[config.mk]
export PLATFORM = sky130hd
export DESIGN_NAME = seg_scan
export DESIGN_NICKNAME = d
export VERILOG_FILES = /design/src/rtl/seg_scan.sv
export SDC_FILE = /design/constraint.sdc
export NUM_CORES = 1
export LEC_CHECK = 0
export ABC_AREA = 1
export CORE_MARGIN = 4
export CORE_UTILIZATION = 51
export CTS_BUF_LIST = sky130_fd_sc_hd__clkbuf_4 sky130_fd_sc_hd__clkbuf_8
export DETAILED_ROUTE_END_ITERATION = 10
export PLACE_DENSITY = 0.88
export SETUP_SLACK_MARGIN = 0.05
export SYNTH_ARGS = -nofsm -noshare
export SYNTH_HDL_FRONTEND = slang
export SYNTH_SLANG_ARGS = --single-unit
export TNS_END_PERCENT = 20
[constraint.sdc]
create_clock -name clk -period 1.5 [get_ports clk]
set_input_delay 0.15 -clock clk [delete_from_list [all_inputs] [get_ports clk]]
set_output_delay 0.15 -clock clk [all_outputs]
set_load 0.01 [all_outputs]
[src/rtl/seg_scan.sv]
// Four-digit multiplexed seven-segment scanner with a frame-atomic shadow
// register, per-slot ghosting guard, optional leading-zero blanking and enable.
module seg_scan #(
  parameter int DIV      = 50000,
  parameter int GUARD    = 500,
  parameter int BLANK_LZ = 0
) (
  input  logic       clk,
  input  logic       rst,
  input  logic [3:0] d1,
  input  logic [3:0] d2,
  input  logic [3:0] d3,
  input  logic [3:0] d4,
  input  logic [3:0] dp,
  input  logic       en,
  output logic [3:0] an,
  output logic [6:0] seg,
  output logic       dp_n
);

  localparam int CW = (DIV > 1) ? $clog2(DIV) : 1;

  logic [CW-1:0]   r_cnt;
  logic [1:0]      r_idx;
  logic [3:0][3:0] r_sh;
  logic [3:0]      r_sdp;

  logic       w_wrap;
  logic       w_frameEnd;
  logic       w_lz;
  logic       w_vis;
  logic [3:0] w_digit;

  function automatic logic [6:0] hexToSeg(input logic [3:0] v);
    case (v)
      4'h0: hexToSeg = 7'h40;
      4'h1: hexToSeg = 7'h79;
      4'h2: hexToSeg = 7'h24;
      4'h3: hexToSeg = 7'h30;
      4'h4: hexToSeg = 7'h19;
      4'h5: hexToSeg = 7'h12;
      4'h6: hexToSeg = 7'h02;
      4'h7: hexToSeg = 7'h78;
      4'h8: hexToSeg = 7'h00;
      4'h9: hexToSeg = 7'h10;
      4'hA: hexToSeg = 7'h08;
      4'hB: hexToSeg = 7'h03;
      4'hC: hexToSeg = 7'h46;
      4'hD: hexToSeg = 7'h21;
      4'hE: hexToSeg = 7'h06;
      default: hexToSeg = 7'h0E;
    endcase
  endfunction

  assign w_wrap     = (r_cnt == CW'(DIV - 1));
  assign w_frameEnd = w_wrap && (r_idx == 2'd3);
  assign w_digit    = r_sh[r_idx];

  // A slot is suppressed when it and every digit to its left are zero;
  // the rightmost slot always shows so a value of zero is still visible.
  always_comb begin
    w_lz = 1'b0;
    if (BLANK_LZ != 0) begin
      case (r_idx)
        2'd0:    w_lz = (r_sh[0] == 4'h0);
        2'd1:    w_lz = ((r_sh[0] | r_sh[1]) == 4'h0);
        2'd2:    w_lz = ((r_sh[0] | r_sh[1] | r_sh[2]) == 4'h0);
        default: w_lz = 1'b0;
      endcase
    end
  end

  assign w_vis = en && (r_cnt >= CW'(GUARD)) && !w_lz;

  // Outputs are registered from the pre-edge counter state, so they trail cnt/idx by one clock.
  always_ff @(posedge clk or negedge rst) begin
    if (!rst) begin
      r_cnt <= '0;
      r_idx <= 2'd0;
      r_sh  <= '0;
      r_sdp <= 4'h0;
      an    <= 4'hF;
      seg   <= 7'h7F;
      dp_n  <= 1'b1;
    end else begin
      if (w_wrap) begin
        r_cnt <= '0;
        r_idx <= r_idx + 2'd1;
      end else begin
        r_cnt <= r_cnt + CW'(1);
      end
      if (w_frameEnd) begin
        r_sh[0] <= d1;
        r_sh[1] <= d2;
        r_sh[2] <= d3;
        r_sh[3] <= d4;
        r_sdp   <= dp;
      end
      if (w_vis) begin
        an   <= ~(4'b1000 >> r_idx);
        seg  <= hexToSeg(w_digit);
        dp_n <= ~r_sdp[2'd3 - r_idx];
      end else begin
        an   <= 4'hF;
        seg  <= 7'h7F;
        dp_n <= 1'b1;
      end
    end
  end

endmodule

After elaboration in Yosys (flattened, before gate mapping)
Memories as Yosys holds them, arrays and structs flattened. Cells that the tools add are included.

Bits in registers: 50. Latch bits: 0. Memory bits (writable): 0. Memory bits (read-only): 112. Bits of input ports: 23. Logic and storage cells: 32. Memories: 1.

Add/sub/neg operators: 3. Multiply operators: 0. Divide/modulo/power cells: 0. $lt $le $gt $ge: 3. Eq/ne operators: 2. Shift-type cells: 1. Multiplexer cells: 8. Bitwise logic cells: 2. Reduce and logical (&&, ||, !) cells: 2.

Memory list: (name not given) (depth 16, width 7, rd ports 1, clocked after memory_dff 0, wr ports 0, RTL line 35) `case (v)`.

Operators with widths (count): adder 16 x 1 -> 16 bit, second input constant (1); == test 16 bit, second input constant (1); >= comparator 16 x 9 -> 1 bit, second input constant (1); two-way mux 16 bit (1); binary-select mux 4 bit (select 2 bit) (1); two-way mux 4 bit (2); two-way mux 7 bit (1); < comparator 2 x 3 -> 1 bit, second input constant (2); inverter 4 bit (1); right shift 4 x 2 -> 4 bit, first input constant (1); adder 2 x 1 -> 2 bit, second input constant (1); binary-select mux 1 bit (select 2 bit) (1); == test 2 bit, second input constant (1); logical AND 1 bit (2); two-way mux 1 bit (2); subtractor 2 bit, first input constant (1); inverter 1 bit (1).

Depth between registers and ports, before layout
Gate-level depths: netlist of the first run.

Depth after elaboration: 5. Depth in mapped cells: 11. Mapped depth without buffers: 10.

Least setup slack after synthesis of the first run
Ideal clock, no wire load.

Path kind: reg-to-reg. Start point: register r_idx[0]. End point: register seg[0]. Arrival: 1.444 ns. Data required time: 1.422 ns. Slack: -0.023 ns. Cell stages (with the launch flop): 12. Buffers on the path: 1. Period minus slack after synthesis: 1.523 ns. Cells stage by stage: dfrtp_1 -> inv_1 -> buf_6 -> nand2_1 -> nand3_1 -> nand2_1 -> inv_1 -> ha_1 -> nand3_1 -> nor2_1 -> nor2_1 -> nand2_1.

Word-level cells in the longest chain between the ends: 4.

Ends and longest elaborated chain: start: declaration (RTL line 24) `logic [1:0] r_idx;`; start signal: assignment (RTL line 88) `r_idx <= r_idx + 2'd1;`; binary-select mux 4 bit (select 2 bit) (RTL line 57) `assign w_digit = r_sh[r_idx];`; two-way mux 4 bit (implied by the code) (RTL line 57); memory (16 x 7 bit); two-way mux 7 bit (RTL line 99) `if (w_vis) begin`; end signal: assignment (RTL line 101) `seg <= hexToSeg(w_digit);`; end: declaration (RTL line 17) `output logic [6:0] seg,`.

No other way between the ends. The select of a mux whose other input is x is not followed. A chain may end at the register's enable or synchronous reset.

Worst setup path after layout of the first run
Start point: register r_idx[0]. End point: register seg[6].

The elaborated chain is that of the path after synthesis.

==> flow_summary.toml, run 1 <==
[timing]
setup_viol = 5
slew_headroom_pct = 82.2
min_period_over_period_pct = 105
worst_pin_slew_ps = 267
fmax_mhz = 635
fin_tns_setup_ps = -168
final.setup.worst_slack_ps = -75.3
fin_crit_ps = 1580
final-hold-violation-count = 0
final-max-slew-violation-count = 0
clock_skew_ps = 8.51
rsz0062_at_grt = "true"
timing.hold.ws_ps = 351

[global_route]
track_usage_pct = 22.3
antenna_found_initial = 0
grt_max_degree = 51
overflow = 0
grt_pass1_vias = 2520
grt_pass1_wl_um = 11100

[route]
avgRoutedWirePerCell_um = 16.0
ant_nets = 0
drt_iter0_drc = 282
post-route-drc-count = 0
vias = 2647
dr.pass1.iters = 6
vias_per_cell = 5.58
routed_wl_um = 7560

[layout]
drive_gt1_share_pct = 30.7
multi_input_area_sq_um = 1540
instances_no_fill = 474
finalInstanceArea_sq_um = 3790
regArea_sq_um = 1270
nets = 441
layout-area-overhead-vs-synth_pct = 44.1
num_antenna_cells = 0
final.fill_count = 306

[critical_path]
critPathArrivalTime_ps = 1830
crit_start = "r_idx[0]$_DFFE_PN0N_"
start_kind = "register"
r2r_start = "r_idx[0]$_DFFE_PN0N_"
cp-end-kind = "register"
reg2reg_depth = 10
crit_fanout = 7
endpoint = "seg[6]$_DFF_PN1_"
crit_type = "register to register"
worstReg2RegEnd = "seg[6]$_DFF_PN1_"
rrSetupSlack_ps = -80
cp_data_required_time_ps = 1760

[placed_design]
port_buffers = 34
place.gp.congestion = 0.884
hpwlAfterDp_um = 4320
placed_area_sq_um = 3190
dp.cells = 449

[clock_network]
cts_sinks = 50
cts_buffer_depth = 2
cts_tree = "done"
numCtsBuffers = 5
h-tree-depth = 2
cts-root-buf = "clkbuf_8"
clock_latency_ps = 310
clk_transition_reported_paths_ps = 90

[outcome]
violations = "negative setup slack"
status = "complete, but fails checks"

[floorplan]
core_sq_um = 4850
initial_core_util_pct = 54.3
die_area_sq_um = 6370
fp-row-count = 25
dieWidth_um = 79.8
io_pins = 35
die_h_um = 79.8

[logic_synthesis]
ys_seq_elements = 50
seq_area_frac_synth_pct = 48.1
synthCells = 336
netlist_area_sq_um = 2630
ys_types = 21
syn_avg_cell_area_sq_um = 7.83
synth_nets = 371
yosysWarningCount = 0

[power]
p_int_uw = 1750
p_sw_uw = 489
p_leak_uw = 0.00169
p_total_uw = 2230
p_per_area_nw_per_um2 = 589
pwr-share-seq_pct = 60.3
ir_drop_uv = 591
p_sw_share_pct = 21.9
pwr-share-clk_pct = 35.7
p_comb_share_pct = 4.0

[flow_run]
drv_cap = 0

[worst_hold_path]
hp-class = "input port to asynchronous set/reset pin"
[synth_stat cells]
cell | instances | area share (%)
nor3b_1 | 1 | 0.29
nand2_1 | 118 | 17
xor2_1 | 8 | 2.7
nand2_2 | 1 | 0.24
dfrtp_1 | 38 | 36
clkbuf_1 | 2 | 0.29
clkinv_1 | 1 | 0.14
buf_6 | 1 | 0.43
o21ai_0 | 5 | 0.95
nor2_1 | 35 | 5.0
nand4_1 | 23 | 5.5
inv_2 | 1 | 0.14
inv_1 | 30 | 4.3
o22ai_1 | 1 | 0.24
buf_2 | 7 | 1.3
nor3_1 | 1 | 0.19
nor3_2 | 1 | 0.38
ha_1 | 12 | 5.7
nand3_1 | 37 | 7.0
o21a_1 | 1 | 0.29
dfstp_2 | 12 | 12
[final cells by class]
type | count | share of cell area (%)
repair buffers | 73 | 17.7
clock buffers | 6 | 2.01
multi-input cells | 244 | 40.7
clock inverters | 2 | 0.264
well taps | 67 | 2.21
flip-flops and latches | 50 | 33.5
inverters | 32 | 3.70
[sequential cells by signal, summed over array words and instances, names as in the netlist]
register  flops
an            4
dp_n          1
r_idx         2
seg           7
r_sh         16
r_sdp         4
r_cnt        16
[routing by layer]
layer  global-route usage (%)  wire (um)  part of all wire, %
met2                     39.3       3830                   51
met3                     5.19        610                  8.1
met1                     25.8       2790                   37
met5                        0          0                    0
met4                     9.29        331                  4.4
[per-stage QoR]
step	utilization, %	setup WS [ps]
global route	78.2	-113
floorplan	-	42.4
finish	78.2	-75.3
detailed placement	65.7	-68.9
CTS	71.6	39.0
global placement	65.7	12.5
[worst max-delay path, cell delays in order, from the launching register on]
cell,delay (ps)
dfrtp_2,450
clkinv_4,120
nand2_4,100
nand3_4,90
nand2_4,160
buf_6,130
ha_4,130
nand3_2,110
nand2_1,110
nand2_1,60
nand2_1,50
[placed cells by master (no fill, tap or decap), types with 2 or more instances in the layout]
cell / n
buf_4: 26
buf_6: 11
clkbuf_8: 5
clkdlybuf4s50_1: 21
clkinv_2: 2
dfrtp_1: 35
dfrtp_2: 3
dfstp_2: 12
dlygate4sd2_1: 12
ha_1: 5
ha_4: 6
inv_1: 20
inv_2: 7
nand2_1: 98
nand2_2: 13
nand2_4: 6
nand2_8: 2
nand3_1: 22
nand3_2: 8
nand3_4: 7
nand4_1: 23
nor2_1: 28
nor2_2: 5
nor2_4: 2
o21ai_0: 5
xor2_1: 8
[worst min path at each step]
stage | slack [ps] | start | cells after the start | end
2_1_floorplan | -150 | rst | 0 | r_cnt[0]$_DFF_PN0_
3_3_place_gp | 150 | rst | 2 | r_sdp[0]$_DFFE_PN0P_
3_5_place_dp | 160 | rst | 2 | r_sdp[0]$_DFFE_PN0P_
4_1_cts | 360 | rst | 3 | r_sh[11]$_DFFE_PN0P_
5_1_grt | 390 | rst | 3 | r_cnt[2]$_DFF_PN0_
6_report | 350 | rst | 3 | r_sh[11]$_DFFE_PN0P_
[cells by family after synthesis]
group | Yosys count | share of synthesized area, %
AO/OA/AOI/OAI | 7 | 1.47
XOR/XNOR | 8 | 2.66
adder cells (fa/ha/maj) | 12 | 5.71
buffers and inverters | 42 | 6.61
flip-flops | 50 | 48.1
AND/OR/NAND/NOR | 217 | 35.4
[what timing repair did]
action                     in CTS  in global routing
setup buffers                   5                  9
hold buffers                    1                  0
hold endpoints to repair       38                  0
setup endpoints to repair      43                 41
gates resized for setup        51                 65
cloned                          1                  1
pin swaps                      10                 21
[power groups by stage]
stage / Combinational (uW) / Clock (uW) / Sequential (uW)
floorplan: 0.00428 / 0 / 1370
global placement: 87.2 / 0 / 1370
detailed placement: 88.1 / 0 / 1370
CTS: 90.2 / 792 / 1350
global route: 97.5 / 860 / 1350
finish: 89.1 / 797 / 1350
(Power assumes the default switching activity.)
==> run 2: changes to the inputs <==
--- a/config.mk
+++ b/config.mk
@@ -5,13 +5,13 @@
 export SDC_FILE = /design/constraint.sdc
 export NUM_CORES = 1
 export LEC_CHECK = 0
-export ABC_AREA = 1
 export CORE_MARGIN = 4
 export CORE_UTILIZATION = 51
 export CTS_BUF_LIST = sky130_fd_sc_hd__clkbuf_4 sky130_fd_sc_hd__clkbuf_8
 export DETAILED_ROUTE_END_ITERATION = 10
+export MAX_ROUTING_LAYER = met4
 export PLACE_DENSITY = 0.88
-export SETUP_SLACK_MARGIN = 0.05
+export SETUP_SLACK_MARGIN = 0.2
 export SYNTH_ARGS = -nofsm -noshare
 export SYNTH_HDL_FRONTEND = slang
 export SYNTH_SLANG_ARGS = --single-unit
==> run 2 against run 1 <==
  * The flow still finishes with violations (negative setup slack)
  * Via count down 29%
  * Synthesized area decreased by 3.8%
  * Fmax fell by 24%
  * Non-clock buffer count up 12
  * Sequential power increased by 4%
  * Count of clock-buffer cells in the layout increased by 1
  * Routed wire length shrank 22%
  * Cell count fell by 26%
  * Clock power is 25% higher
  * Flip-flop and latch count is the same
  * Hold slack lost 53 ps
  * Critical path type unchanged
==> flow_summary.toml, run 2 <==
[outcome]
status = "complete, but fails checks"
violations = "negative setup slack"

[clock_network]
cts-root-buf = "clkbuf_8"
cts_tree = "done"
clock_latency_ps = 310
clk_transition_reported_paths_ps = 90
cts_buffer_depth = 2
numCtsBuffers = 5
h-tree-depth = 2
cts_sinks = 50

[timing]
setup_viol = 43
worst_pin_slew_ps = 402
min_period_over_period_pct = 138
slew_headroom_pct = 73.2
final-max-slew-violation-count = 0
fin_crit_ps = 2070
final.setup.worst_slack_ps = -572
clock_skew_ps = 8.60
final-hold-violation-count = 0
rsz0062_at_grt = "true"
fin_tns_setup_ps = -18270
fmax_mhz = 483

[layout]
nets = 318
instances_no_fill = 351
final_cell_mix = "buf_4, dfrtp_1, clkdlybuf4s50_1, mux2_4"
drive_gt1_share_pct = 41.2
biggestRegsByFlops = "r_cnt: 16 flops, r_sh: 16 flops, seg: 7 flops"
utilization_pct = 73.9
num_antenna_cells = 0
final_common_cell = "buf_4"
layout-area-overhead-vs-synth_pct = 38.9

[critical_path]
path_buf_inv = 1
crit_fanout = 20
path_delay_family = "simple AND/OR/NAND/NOR gates"
start_kind = "register"
cp-end-kind = "register"
crit_slowest_cell = "or4_4"
critPathArrivalTime_ps = 2260
path_cells = "or4_4 -> nor4_4 -> nand2_2 -> buf_12 -> mux2_4"
rrSetupSlack_ps = -570
crit_type = "register to register"
max_stage_delay_ps = 580
cp_data_required_time_ps = 1690

[global_route]
track_usage_pct = 21.6
grt_pass1_wl_um = 9790
grt_pass1_vias = 1957
grt_max_degree = 21
overflow = 0
antenna_found_initial = 0

[route]
drt_iter0_drc = 149
post-route-drc-count = 0
vias_per_cell = 5.38
ant_nets = 0
avgRoutedWirePerCell_um = 16.7
routed_wl_um = 5870
vias = 1890
dr.pass1.iters = 4

[placed_design]
dp.cells = 341
hpwlAfterDp_um = 3870
port_buffers = 34
place.gp.congestion = 0.862

[power]
p_per_area_nw_per_um2 = 751
p_sw_uw = 551
p_sw_share_pct = 20.8
p_comb_share_pct = 9.4
p_int_uw = 2090
ir_drop_uv = 487
pwr-share-clk_pct = 37.7
p_total_uw = 2640
p_leak_uw = 0.00160
pwr-share-seq_pct = 52.9

[logic_synthesis]
yosys.area.top_type = "dfrtp_1"
synth_compound_area_share_pct = 3.86
synth_fa_ha_area_share_pct = 5.93
netlist_area_sq_um = 2530
synth_xor_area_share_pct = 6.23
synth-simple-area-share_pct = 12.2
synth_top_family_by_area = "multiplexers"
yosysWarningCount = 0
synthTopCellsByCount = "dfrtp_1, mux2_4, nor2_1"
post-synth-top-count-cell = "dfrtp_1"
yosys-top-cells-area = "dfrtp_1, dfstp_2, mux2_4"
ys_seq_elements = 50
synthCells = 198
synth_nets = 233
muxShareOfSynthArea_pct = 18.8
synth_ff_type = "dfrtp_1"
ys_types = 36
syn_avg_cell_area_sq_um = 12.8
async_flop_share_pct = 100
synth_edf_count = 0
seq_area_frac_synth_pct = 50.0
yosysTopAreaCellShare_pct = 37.6

[floorplan]
die_area_sq_um = 6150
io_pins = 35
dieWidth_um = 78.5
die_h_um = 78.5
initial_core_util_pct = 53.2
core_sq_um = 4750
fp-row-count = 25

[worst_hold_path]
hp-class = "input port to asynchronous set/reset pin"

[flow_run]
drv_cap = 0
-- run 2: changes by cell type after synthesis, sizes merged, moves of 6 or more --
cell | before | now
nand2 | 119 | 14
nand3 | 37 | 8
inv | 31 | 8
mux2 | 0 | 21
nor2 | 35 | 14
nand4 | 23 | 6
mux4 | 0 | 6
xnor2 | 0 | 6
-- run 2: layout make-up --
| cell class | count | area [sq um] |
|---|---|---|
| clock buffers | 7 | 90.1 |
| well taps | 67 | 83.8 |
| flip-flops and latches | 50 | 1270 |
| inverters | 8 | 30.0 |
| repair buffers | 85 | 746 |
| fillers | 313 | 1240 |
| clock inverters | 1 | 30.0 |
| multi-input cells | 133 | 1270 |
-- run 2: logic make-up after synthesis --
group / Yosys count
simple gates: 58
flops: 50
mux: 30
xor+xnor: 18
compound gates: 15
buf+inv: 15
fa+ha+maj: 12
-- run 2: final timing paths --
check | endpoint | from | depth (start not counted)
setup / recovery | r_sh[0]$_DFFE_PN0P_ | r_cnt[12]$_DFF_PN0_ | 5
hold / removal | r_cnt[15]$_DFF_PN0_ | rst | 2
setup reg to reg | r_sh[0]$_DFFE_PN0P_ | r_cnt[12]$_DFF_PN0_ | 5
hold reg to reg | r_sdp[2]$_DFFE_PN0P_ | r_sdp[2]$_DFFE_PN0P_ | 1
max in group asynchronous | r_sh[10]$_DFFE_PN0P_ | rst | 3
min in group clk | r_sdp[2]$_DFFE_PN0P_ | dp[2] | 2
-- run 2: per-stage QoR --
step	hold slack (ps)	cell area, sq um	setup slack (ps)
after floorplan	-146	2530	-484
after global placement	86.9	3290	-415
after detailed placement	92.0	3290	-458
after CTS	299	3470	-548
after global routing	325	3520	-588
final	298	3520	-572
-- run 2: worst reg2reg max path, cell delays in order, from the launching register on --
cell	delay, ps
dfrtp_1	390
or4_4	580
nor4_4	360
nand2_2	130
buf_12	180
mux2_4	320
-- run 2: repair_timing --
item | 4_1_cts | 5_1_grt
pin swaps | 14 | 4
setup endpoints to repair | 60 | 48
gates cloned | 0 | 0
hold buffers | 1 | 0
setup buffers | 0 | 1
hold endpoints to repair | 6 | 0
gates resized for setup | 31 | 9
-- run 2: per-layer routing --
metal,wire (um),up-vias,global-route usage [%]
li1,-,865,-
met1,2430,943,25.6
met2,3070,70,36.6
met3,268,12,4.59
met4,99,0,7.34
met5,0,-,-
-- run 2: power groups by stage --
stage,Sequential (uW),Clock (uW),Combinational [uW]
final,1400,996,248
after floorplan,1420,0,98.5
after detailed placement,1420,0,245
after CTS,1400,1010,249
after global placement,1420,0,232
after global routing,1400,1070,272
==> run 3: changes to the inputs <==
--- a/config.mk
+++ b/config.mk
@@ -6,11 +6,11 @@
 export NUM_CORES = 1
 export LEC_CHECK = 0
 export CORE_MARGIN = 4
-export CORE_UTILIZATION = 51
+export CORE_UTILIZATION = 47
 export CTS_BUF_LIST = sky130_fd_sc_hd__clkbuf_4 sky130_fd_sc_hd__clkbuf_8
 export DETAILED_ROUTE_END_ITERATION = 10
 export MAX_ROUTING_LAYER = met4
-export PLACE_DENSITY = 0.88
+export PLACE_DENSITY = 0.83
 export SETUP_SLACK_MARGIN = 0.2
 export SYNTH_ARGS = -nofsm -noshare
 export SYNTH_HDL_FRONTEND = slang
==> run 3 against run 2 <==
  * The run still ends with negative setup slack left
  * Sequential share of layout area rose by 0.39 points
  * Combinational power is essentially flat
  * Hold slack gained 50 ps
  * Largest cell class is now sequential cells
  * Largest power group unchanged
==> flow_summary.toml, run 3 (synthesis results as in run 2) <==
[placed_design]
hpwlAfterDp_um = 4080
dp.cells = 343
place.gp.congestion = 0.845
placed_area_sq_um = 3290
port_buffers = 34

[global_route]
grt_pass1_wl_um = 9220
antenna_found_initial = 0
overflow = 0
grt_max_degree = 33
track_usage_pct = 19.0
grt_pass1_vias = 1957

[floorplan]
io_pins = 35
initial_core_util_pct = 48.9
fp-row-count = 26
core_sq_um = 5170
die_area_sq_um = 6620
die_h_um = 81.4
dieWidth_um = 81.4

[critical_path]
crit_fanout = 10
cp_data_required_time_ps = 1690
critPathArrivalTime_ps = 2140
start_kind = "register"
cp-end-kind = "register"
crit_type = "register to register"
reg2reg_depth = 5

[worst_hold_path]
hp-class = "input port to asynchronous set/reset pin"

[route]
dr.pass1.iters = 4
drt_iter0_drc = 44
avgRoutedWirePerCell_um = 15.7
vias_per_cell = 5.31
vias = 1874
post-route-drc-count = 0
routed_wl_um = 5550
ant_nets = 0

[layout]
final_common_cell = "buf_4"
finalInstanceArea_sq_um = 3480
final_cell_mix = "buf_4, dfrtp_1, clkdlybuf4s50_1, mux2_4"
instances_no_fill = 353
num_antenna_cells = 0
biggestRegsByFlops = "r_cnt: 16 flops, r_sh: 16 flops, seg: 7 flops"
drive_gt1_share_pct = 41.3
layout-area-overhead-vs-synth_pct = 37.4
nets = 317

[power]
pwr-share-clk_pct = 33.7
p_total_uw = 2480
p_sw_uw = 537
p_sw_share_pct = 21.7
p_leak_uw = 0.00156
ir_drop_uv = 605
p_int_uw = 1940
pwr-share-seq_pct = 56.4
p_per_area_nw_per_um2 = 712
p_comb_share_pct = 9.9

[timing]
slew_headroom_pct = 71.1
final.setup.worst_slack_ps = -452
timing.hold.ws_ps = 348
clock_skew_ps = 9.05
worst_pin_slew_ps = 429
min_period_over_period_pct = 130
setup_viol = 43
fmax_mhz = 512
rsz0062_at_grt = "true"
final-max-slew-violation-count = 0
final-hold-violation-count = 0
fin_crit_ps = 1950

[outcome]
status = "complete, but fails checks"
violations = "negative setup slack"

[flow_run]
drv_cap = 0

[clock_network]
cts_buffer_depth = 2
cts_sinks = 50
cts-root-buf = "clkbuf_8"
clock_latency_ps = 300
cts_tree = "done"
numCtsBuffers = 5
clk_transition_reported_paths_ps = 90
h-tree-depth = 2
run 3: power by group through the flow:
stage	clock (uW)	combinational [uW]	sequential [uW]
after floorplan	0	98.5	1420
after global placement	0	230	1420
after detailed placement	0	242	1420
after CTS	846	247	1400
after global routing	917	268	1400
final	834	246	1400
run 3: final cells by class:
class                           count  area [sq um]
Tap cell                           70          87.6
Timing Repair Buffer               84           741
Fill cell                         392          1690
Inverter                            8          30.0
Clock buffer                        8          97.6
Multi-Input combinational cell    133          1250
Sequential cell                    50          1270
run 3: worst paths after layout:
kind                                       from              endpoint  slack (ps)
min reg2reg                r_sdp[0]$_DFFE_PN0P_  r_sdp[0]$_DFFE_PN0P_         530
max in group asynchronous                   rst       an[1]$_DFF_PN1_         570
max reg2reg                  r_cnt[7]$_DFF_PN0_   r_sh[1]$_DFFE_PN0P_        -450
max                          r_cnt[7]$_DFF_PN0_   r_sh[1]$_DFFE_PN0P_        -450
min in group clk                          d1[3]   r_sh[3]$_DFFE_PN0P_         460
min                                         rst  r_sdp[1]$_DFFE_PN0P_         350
run 3: timing repair:
item	in CTS	in global routing
setup buffers	1	0
endpoints found under the hold margin	18	0
cloned	0	0
gates resized for setup	29	11
endpoints found under the setup margin	58	48
pin swaps	13	11
hold buffers	1	0
run 3: metal layers:
metal / share of wire, % / vias to the layer above / track usage (%)
met2: 53 / 48 / 32.8
met1: 42 / 952 / 22.3
met3: 3.9 / 12 / 3.66
met4: 2.0 / 0 / 6.25
met5: 0 / - / -
li1: - / 862 / -
run 3: critical path: stages, from the launching register on:
cell	delay (ps)
dfrtp_1	390
or4b_4	550
nor4_4	310
nand2_2	110
buf_6	170
mux2_4	310
run 3: per-stage QoR:
stage	utilization (%)	TNS, ps	setup WS, ps
3_3_place_gp	63.5	-14330	-426
4_1_cts	66.7	-15690	-473
5_1_grt	67.2	-17570	-515
6_report	67.2	-14950	-452
3_5_place_dp	63.5	-15520	-460
2_1_floorplan	-	-16380	-484
